File: src/rtl/aes_pkg.sv
// Shared AES constants, round-index type and the key-schedule round constant table.
package aes_pkg;

  localparam int unsigned AES_NR     = 10;
  localparam int unsigned AES_WORD_W = 32;
  localparam int unsigned AES_KEY_W  = 128;

  typedef logic [3:0] aes_round_t;

  // Rcon(r) is the constant that links round key r-1 to round key r.
  function automatic logic [7:0] aes_rcon(input aes_round_t r);
    case (r)
      4'd1:    return 8'h01;
      4'd2:    return 8'h02;
      4'd3:    return 8'h04;
      4'd4:    return 8'h08;
      4'd5:    return 8'h10;
      4'd6:    return 8'h20;
      4'd7:    return 8'h40;
      4'd8:    return 8'h80;
      4'd9:    return 8'h1b;
      4'd10:   return 8'h36;
      default: return 8'h00;
    endcase
  endfunction

endpackage

File: src/rtl/aes_inv_ks_step.sv
// One reverse AES-128 key-schedule step: round key r plus SubWord(RotWord(p3)) gives key r-1.
module aes_inv_ks_step
  import aes_pkg::*;
(
  input  logic [AES_KEY_W-1:0]  key,
  input  logic [AES_WORD_W-1:0] sub_word,
  input  logic [7:0]            rcon,
  output logic [AES_KEY_W-1:0]  key_prev
);

  logic [AES_WORD_W-1:0] w0, w1, w2, w3;

  always_comb begin
    w0       = key[127:96];
    w1       = key[95:64];
    w2       = key[63:32];
    w3       = key[31:0];
    key_prev = {w0 ^ sub_word ^ {rcon, 24'h0}, w1 ^ w0, w2 ^ w1, w3 ^ w2};
  end

endmodule

File: src/rtl/aes_sbox.sv
// AES byte substitution: forward S-box when enc=1, inverse S-box when enc=0.
module aes_sbox (
  input  logic       enc,
  input  logic [7:0] din,
  output logic [7:0] dout
);

  function automatic logic [7:0] xtime(input logic [7:0] a);
    return {a[6:0], 1'b0} ^ (a[7] ? 8'h1b : 8'h00);
  endfunction

  function automatic logic [7:0] gf_mul(input logic [7:0] a, input logic [7:0] b);
    logic [7:0] acc;
    logic [7:0] x;
    acc = '0;
    x   = a;
    for (int i = 0; i < 8; i++) begin
      if (b[i]) acc = acc ^ x;
      x = xtime(x);
    end
    return acc;
  endfunction

  // a^254 is the multiplicative inverse in GF(2^8), and maps 0 to 0.
  function automatic logic [7:0] gf_inv(input logic [7:0] a);
    logic [7:0] sq;
    logic [7:0] acc;
    sq  = a;
    acc = 8'h01;
    for (int i = 1; i < 8; i++) begin
      sq  = gf_mul(sq, sq);
      acc = gf_mul(acc, sq);
    end
    return acc;
  endfunction

  function automatic logic [7:0] affine(input logic [7:0] x);
    return x ^ {x[6:0], x[7]} ^ {x[5:0], x[7:6]} ^ {x[4:0], x[7:5]} ^ {x[3:0], x[7:4]} ^ 8'h63;
  endfunction

  function automatic logic [7:0] inv_affine(input logic [7:0] x);
    return {x[6:0], x[7]} ^ {x[4:0], x[7:5]} ^ {x[1:0], x[7:2]} ^ 8'h05;
  endfunction

  always_comb begin
    dout = enc ? affine(gf_inv(din)) : gf_inv(inv_affine(din));
  end

endmodule

File: src/rtl/aes_inv_key_sched.sv
// Iterative reverse AES-128 key schedule emitting round keys NR..0 over valid/ready.
// Optional macro AES_INV_KS_ZEROIZE_EN wipes key state after the last key and on abort.
module aes_inv_key_sched
  import aes_pkg::*;
#(
  parameter int unsigned NUM_SBOX = 1,
  parameter int unsigned NR       = AES_NR
) (
  input  logic                 clk,
  input  logic                 rst_n,
  input  logic                 start,
  input  logic                 abort,
  input  logic [AES_KEY_W-1:0] key_in,
  output logic [AES_KEY_W-1:0] rk_out,
  output logic [3:0]           rk_round,
  output logic                 rk_valid,
  input  logic                 rk_ready,
  output logic                 busy
);

  localparam int unsigned SUB_CYC  = 4 / NUM_SBOX;
  localparam logic [1:0]  CNT_LAST = 2'(SUB_CYC - 1);

  localparam logic [1:0] IDLE = 2'd0;
  localparam logic [1:0] EMIT = 2'd1;
  localparam logic [1:0] SUB  = 2'd2;

  logic [1:0]                state_q;
  logic [1:0]                cnt_q;
  aes_round_t                round_q;
  logic [AES_KEY_W-1:0]      key_q;
  logic [AES_KEY_W-1:0]      key_prev;
  logic [3:0][7:0]           sub_q;
  logic [3:0][7:0]           rot;
  logic [3:0][7:0]           sub_byte;
  logic [AES_WORD_W-1:0]     p3;
  logic [AES_WORD_W-1:0]     sub_word;
  logic [7:0]                rcon;
  logic [NUM_SBOX-1:0][1:0]  slot;
  logic [NUM_SBOX-1:0][7:0]  sbox_in;
  logic [NUM_SBOX-1:0][7:0]  sbox_out;

  // Byte 0 is the MSB of RotWord(p3); each SUB cycle handles NUM_SBOX consecutive bytes.
  always_comb begin
    p3     = key_q[31:0] ^ key_q[63:32];
    rot[0] = p3[23:16];
    rot[1] = p3[15:8];
    rot[2] = p3[7:0];
    rot[3] = p3[31:24];
    sub_byte = sub_q;
    for (int i = 0; i < int'(NUM_SBOX); i++) begin
      slot[i]           = 2'(int'(cnt_q) * int'(NUM_SBOX) + i);
      sbox_in[i]        = rot[slot[i]];
      sub_byte[slot[i]] = sbox_out[i];
    end
    sub_word = {sub_byte[0], sub_byte[1], sub_byte[2], sub_byte[3]};
    rcon     = aes_rcon(round_q);
  end

  for (genvar g = 0; g < int'(NUM_SBOX); g++) begin : g_sbox
    aes_sbox u_sbox (
      .enc  (1'b1),
      .din  (sbox_in[g]),
      .dout (sbox_out[g])
    );
  end

  aes_inv_ks_step u_step (
    .key      (key_q),
    .sub_word (sub_word),
    .rcon     (rcon),
    .key_prev (key_prev)
  );

`ifdef AES_INV_KS_ZEROIZE_EN
  logic wipe;
  assign wipe = abort | ((state_q == EMIT) & rk_ready & (round_q == '0));
`endif

  always_ff @(posedge clk) begin
    if (!rst_n) begin
      state_q <= IDLE;
      cnt_q   <= '0;
      round_q <= '0;
      key_q   <= '0;
      sub_q   <= '0;
    end else begin
      if (abort) begin
        state_q <= IDLE;
        cnt_q   <= '0;
      end else begin
        case (state_q)
          IDLE: begin
            if (start) begin
              key_q   <= key_in;
              round_q <= 4'(NR);
              state_q <= EMIT;
            end
          end
          EMIT: begin
            if (rk_ready) begin
              cnt_q   <= '0;
              state_q <= (round_q == '0) ? IDLE : SUB;
            end
          end
          SUB: begin
            for (int i = 0; i < int'(NUM_SBOX); i++) begin
              sub_q[slot[i]] <= sbox_out[i];
            end
            if (cnt_q == CNT_LAST) begin
              key_q   <= key_prev;
              round_q <= round_q - 4'd1;
              cnt_q   <= '0;
              state_q <= EMIT;
            end else begin
              cnt_q <= cnt_q + 2'd1;
            end
          end
          default: state_q <= IDLE;
        endcase
      end
`ifdef AES_INV_KS_ZEROIZE_EN
      if (wipe) begin
        key_q <= '0;
        sub_q <= '0;
      end
`endif
    end
  end

  assign rk_valid = (state_q == EMIT);
  assign busy     = (state_q != IDLE);
  assign rk_round = round_q;

`ifdef AES_INV_KS_ZEROIZE_EN
  assign rk_out = rk_valid ? key_q : '0;
`else
  assign rk_out = key_q;
`endif

endmodule
File: config.mk
export PLATFORM = sky130hd
export DESIGN_NAME = aes_inv_key_sched
export DESIGN_NICKNAME = d
export VERILOG_FILES = /design/src/rtl/aes_pkg.sv /design/src/rtl/aes_inv_ks_step.sv /design/src/rtl/aes_sbox.sv /design/src/rtl/aes_inv_key_sched.sv
export SDC_FILE = /design/constraint.sdc
export NUM_CORES = 1
export LEC_CHECK = 0
export ABC_AREA = 1
export ABC_CLOCK_PERIOD_IN_PS = 13530
export BUFFER_PORTS_ARGS = -buffer_cell sky130_fd_sc_hd__buf_2
export CAP_MARGIN = 40
export CORE_ASPECT_RATIO = 1.2
export CORE_MARGIN = 2
export CORE_UTILIZATION = 40
export DETAILED_ROUTE_END_ITERATION = 8
export PLACE_DENSITY = 0.62
export SLEW_MARGIN = 15
export SYNTH_ARGS = -nofsm -noshare
export SYNTH_HDL_FRONTEND = slang
export SYNTH_SLANG_ARGS = --single-unit
File: constraint.sdc
create_clock -name clk -period 13.53 [get_ports clk]
set_input_delay 0.6765 -clock clk [delete_from_list [all_inputs] [get_ports clk]]
set_output_delay 0.6765 -clock clk [all_outputs]
set_load 0.01 [all_outputs]
==> run_results.csv <==
group,metric,value,unit
critical_path,worstPathMaxFanout,23,
finish,final_cells,6780,
finish,fin_util,0.498,
global_route,grt_usage,0.283,
logic_synthesis,synth_seq_area_share,0.122,
logic_synthesis,synth_top_family_by_area,"simple AND/OR/NAND/NOR gates",
sta,worst_pin_slew,0.872,ns
global_route,grt_max_degree,106,
global_route,first_global_vias,31906,
sta,final.setup_skew,0.0240,ns
flow_run,drv_cap,0,
critical_path,required,13.92,ns
global_route,grt.busiest_layer,"met2",
routing,wl,113,mm
logic_synthesis,async_flop_share,0,
logic_synthesis,synth_compound_area_frac,0.106,
logic_synthesis,yosys.area.top_type,"nand2_1",
clocking,cts_max_path_buffers,2,
finish,syn2layout_area_growth,23.1,%
sta,setup_viol,0,
critical_path,critPathArrivalTime,13.04,ns
placement,gp_congestion,0.966,
logic_synthesis,synthSimpleGateAreaFrac,0.576,
global_route,grt_pass1_wl,172,mm
placement,hpwl,86.4,mm
logic_synthesis,syn_area,28800,um2
global_route,overflow,0,
clocking,cts_hold_buf,0,
logic_synthesis,synth_edf_count,0,
sta,fin_crit,12.65,ns
floorplanning,num_rows,107,
logic_synthesis,muxShareOfSynthArea,0,
routing,wl_per_cell,16.6,um
routing,detail-route-antenna-nets,0,
finish,fillers,7596,
sta,fmax,0.0790,GHz
critical_path,cp-start-kind,"register",
floorplanning,start_util,0.405,
clocking,cts_tree,"done",
global_route,grt_use_met3,0.0301,
global_route,met1_usage,0.364,
hold_path,hold_depth,3,
hold_path,worstHoldPathType,"in -> reg",
logic_synthesis,synth.area.top_cells,"nand2_1, nand3_1, dfxtp_1, inv_1, nor2_1",
clocking,cts.sinks,176,
finish,layout-drive-gt1-share,0.231,
logic_synthesis,synth_adder_area_share,0.00739,
logic_synthesis,yosysUniqueCellTypes,51,
logic_synthesis,synth_top_area_share,0.275,
floorplanning,num_io_pins,267,
run_status,outcome,"complete, no violations",
global_route,met2_usage,0.495,
finish,stdcell_area,35400,um2
routing,via_per_inst,5.39,
logic_synthesis,synth-seq-cells,176,
finish,nets,5986,
critical_path,cp-end-kind,"register",
placement,place_inst,6602,
routing,drc_errors,0,
critical_path,slowest_delay,0.40,ns
critical_path,reg2regPathDepth,104,
sta,maxSlewViolCount,0,
logic_synthesis,syn-instance-count,5445,
sta,fin_tns_setup,0,ns
floorplanning,die_x,249,um
critical_path,worst-setup-path-type,"reg -> reg",
placement,port-buffer-count,266,
logic_synthesis,synthesis.nets,5595,
logic_synthesis,synth_commonest_cells,"nand2_1, nand3_1, inv_1",
critical_path,crit_slowest_cell,"dfxtp_4",
logic_synthesis,synth_most_common_cell,"nand2_1",
routing,drt_iter0_drc,3264,
sta,finalCritPeriodShare,0.935,
floorplanning,dieHeight,298,um
sta,slew_headroom,0.418,
floorplanning,dieArea,74100,um2
sta,finalHoldViolations,0,
placement,postPlaceCellArea,31500,um2
clocking,path_clk_slew,0.10,ns
clocking,cts_made_buffers,17,
logic_synthesis,synth_warnings,0,
critical_path,critPathMostFrequentCell,"nand2_1",
routing,first_pass_iters,7,
global_route,antenna_found_initial,7,
clocking,cts_root_buffer,"clkbuf_16",
floorplanning,coreArea,71100,um2
logic_synthesis,synthXorXnorAreaFrac,0.0764,
logic_synthesis,avgSynthCellArea,5.28,um2
logic_synthesis,synth_ff_type,"dfxtp_1",
clocking,clock_latency,0.47,ns
routing,dr_total_vias,36544,
clocking,cts.htree.levels,4,
==> sequential cells by signal (all words and copies together) (netlist names) <==
register	flops
rk_out	128
sub_q	32
rcon	8
rk_round	4
cnt_q	2
state_q	2
==> layout by cell type (no fill, tap or decap), drive strengths merged <==
master  instances
a211oi          1
a21o            3
a21oi         144
a221oi         57
a31oi           8
buf           556
clkbuf         18
clkinv         24
dfxtp         176
diode           5
ha             17
inv           566
nand2        2310
nand3         898
nand3b         70
nand4          51
nor2          353
nor3            3
nor4            2
o211ai         11
o21a            7
o21ai         260
o21bai         18
o22ai          10
o31ai           8
or2            60
xnor2          58
xnor3           1
xor2          159
==> per-layer routing <==
metal / vias up / routed length, um / share of wire
li1: 18298 / - / -
met1: 16633 / 47300 / 0.42
met2: 1355 / 54000 / 0.48
met3: 256 / 7040 / 0.063
met4: 2 / 4090 / 0.036
met5: - / 19 / 0.00017
==> final cells by class <==
cell class	count	area, um2	share of cell area
clock buffers	17	425	0.0120
inverters	575	2260	0.0640
diodes	5	12.5	0.000353
repair buffers	557	3890	0.110
well taps	926	1160	0.0327
clock inverters	15	215	0.00608
multi-input cells	4509	23900	0.675
flip-flops and latches	176	3550	0.100
==> kinds of logic after synthesis <==
kind of cell | count (synthesis)
and+or+nand+nor | 3742
DFF | 176
AOI/OAI and AO/OA | 527
xor gates and xnor gates | 218
buffers and inverters | 765
adders and majority gates | 17
==> metrics by stage <==
stage	hold WS, ns	worst slack (ns)
global placement	0.505	0.0650
floorplan	0.439	0.613
finish	0.486	0.875
global route	0.506	-0.149
detailed placement	0.511	0.0768
CTS	0.484	0.0239
==> critical path: cells and delay by family, from the launching register on <==
kind	cells	cell delay, ns
and+or+nand+nor	77	7.79
buffers and inverters	15	2.04
xor gates and xnor gates	9	1.84
DFF	1	0.40
AOI/OAI and AO/OA	3	0.40
==> final timing paths <==
path,startpoint,end,slack [ns]
setup / recovery,cnt_q[0],rk_out[120],0.88
hold / removal,key_in[31],rk_out[31],0.49
setup reg to reg,cnt_q[0],rk_out[120],0.88
hold reg to reg,rk_out[39],rk_out[39],0.52
==> timing repair <==
action | in CTS | in global routing
endpoints found under the hold margin | 0 | 0
endpoints found under the setup margin | 0 | 64
gates resized for setup | 0 | 529
setup buffers | 0 | 135
Power is left out: the tool's default activity adds up to more than one toggle a clock period on the data nets, which glitch-free logic cannot reach.
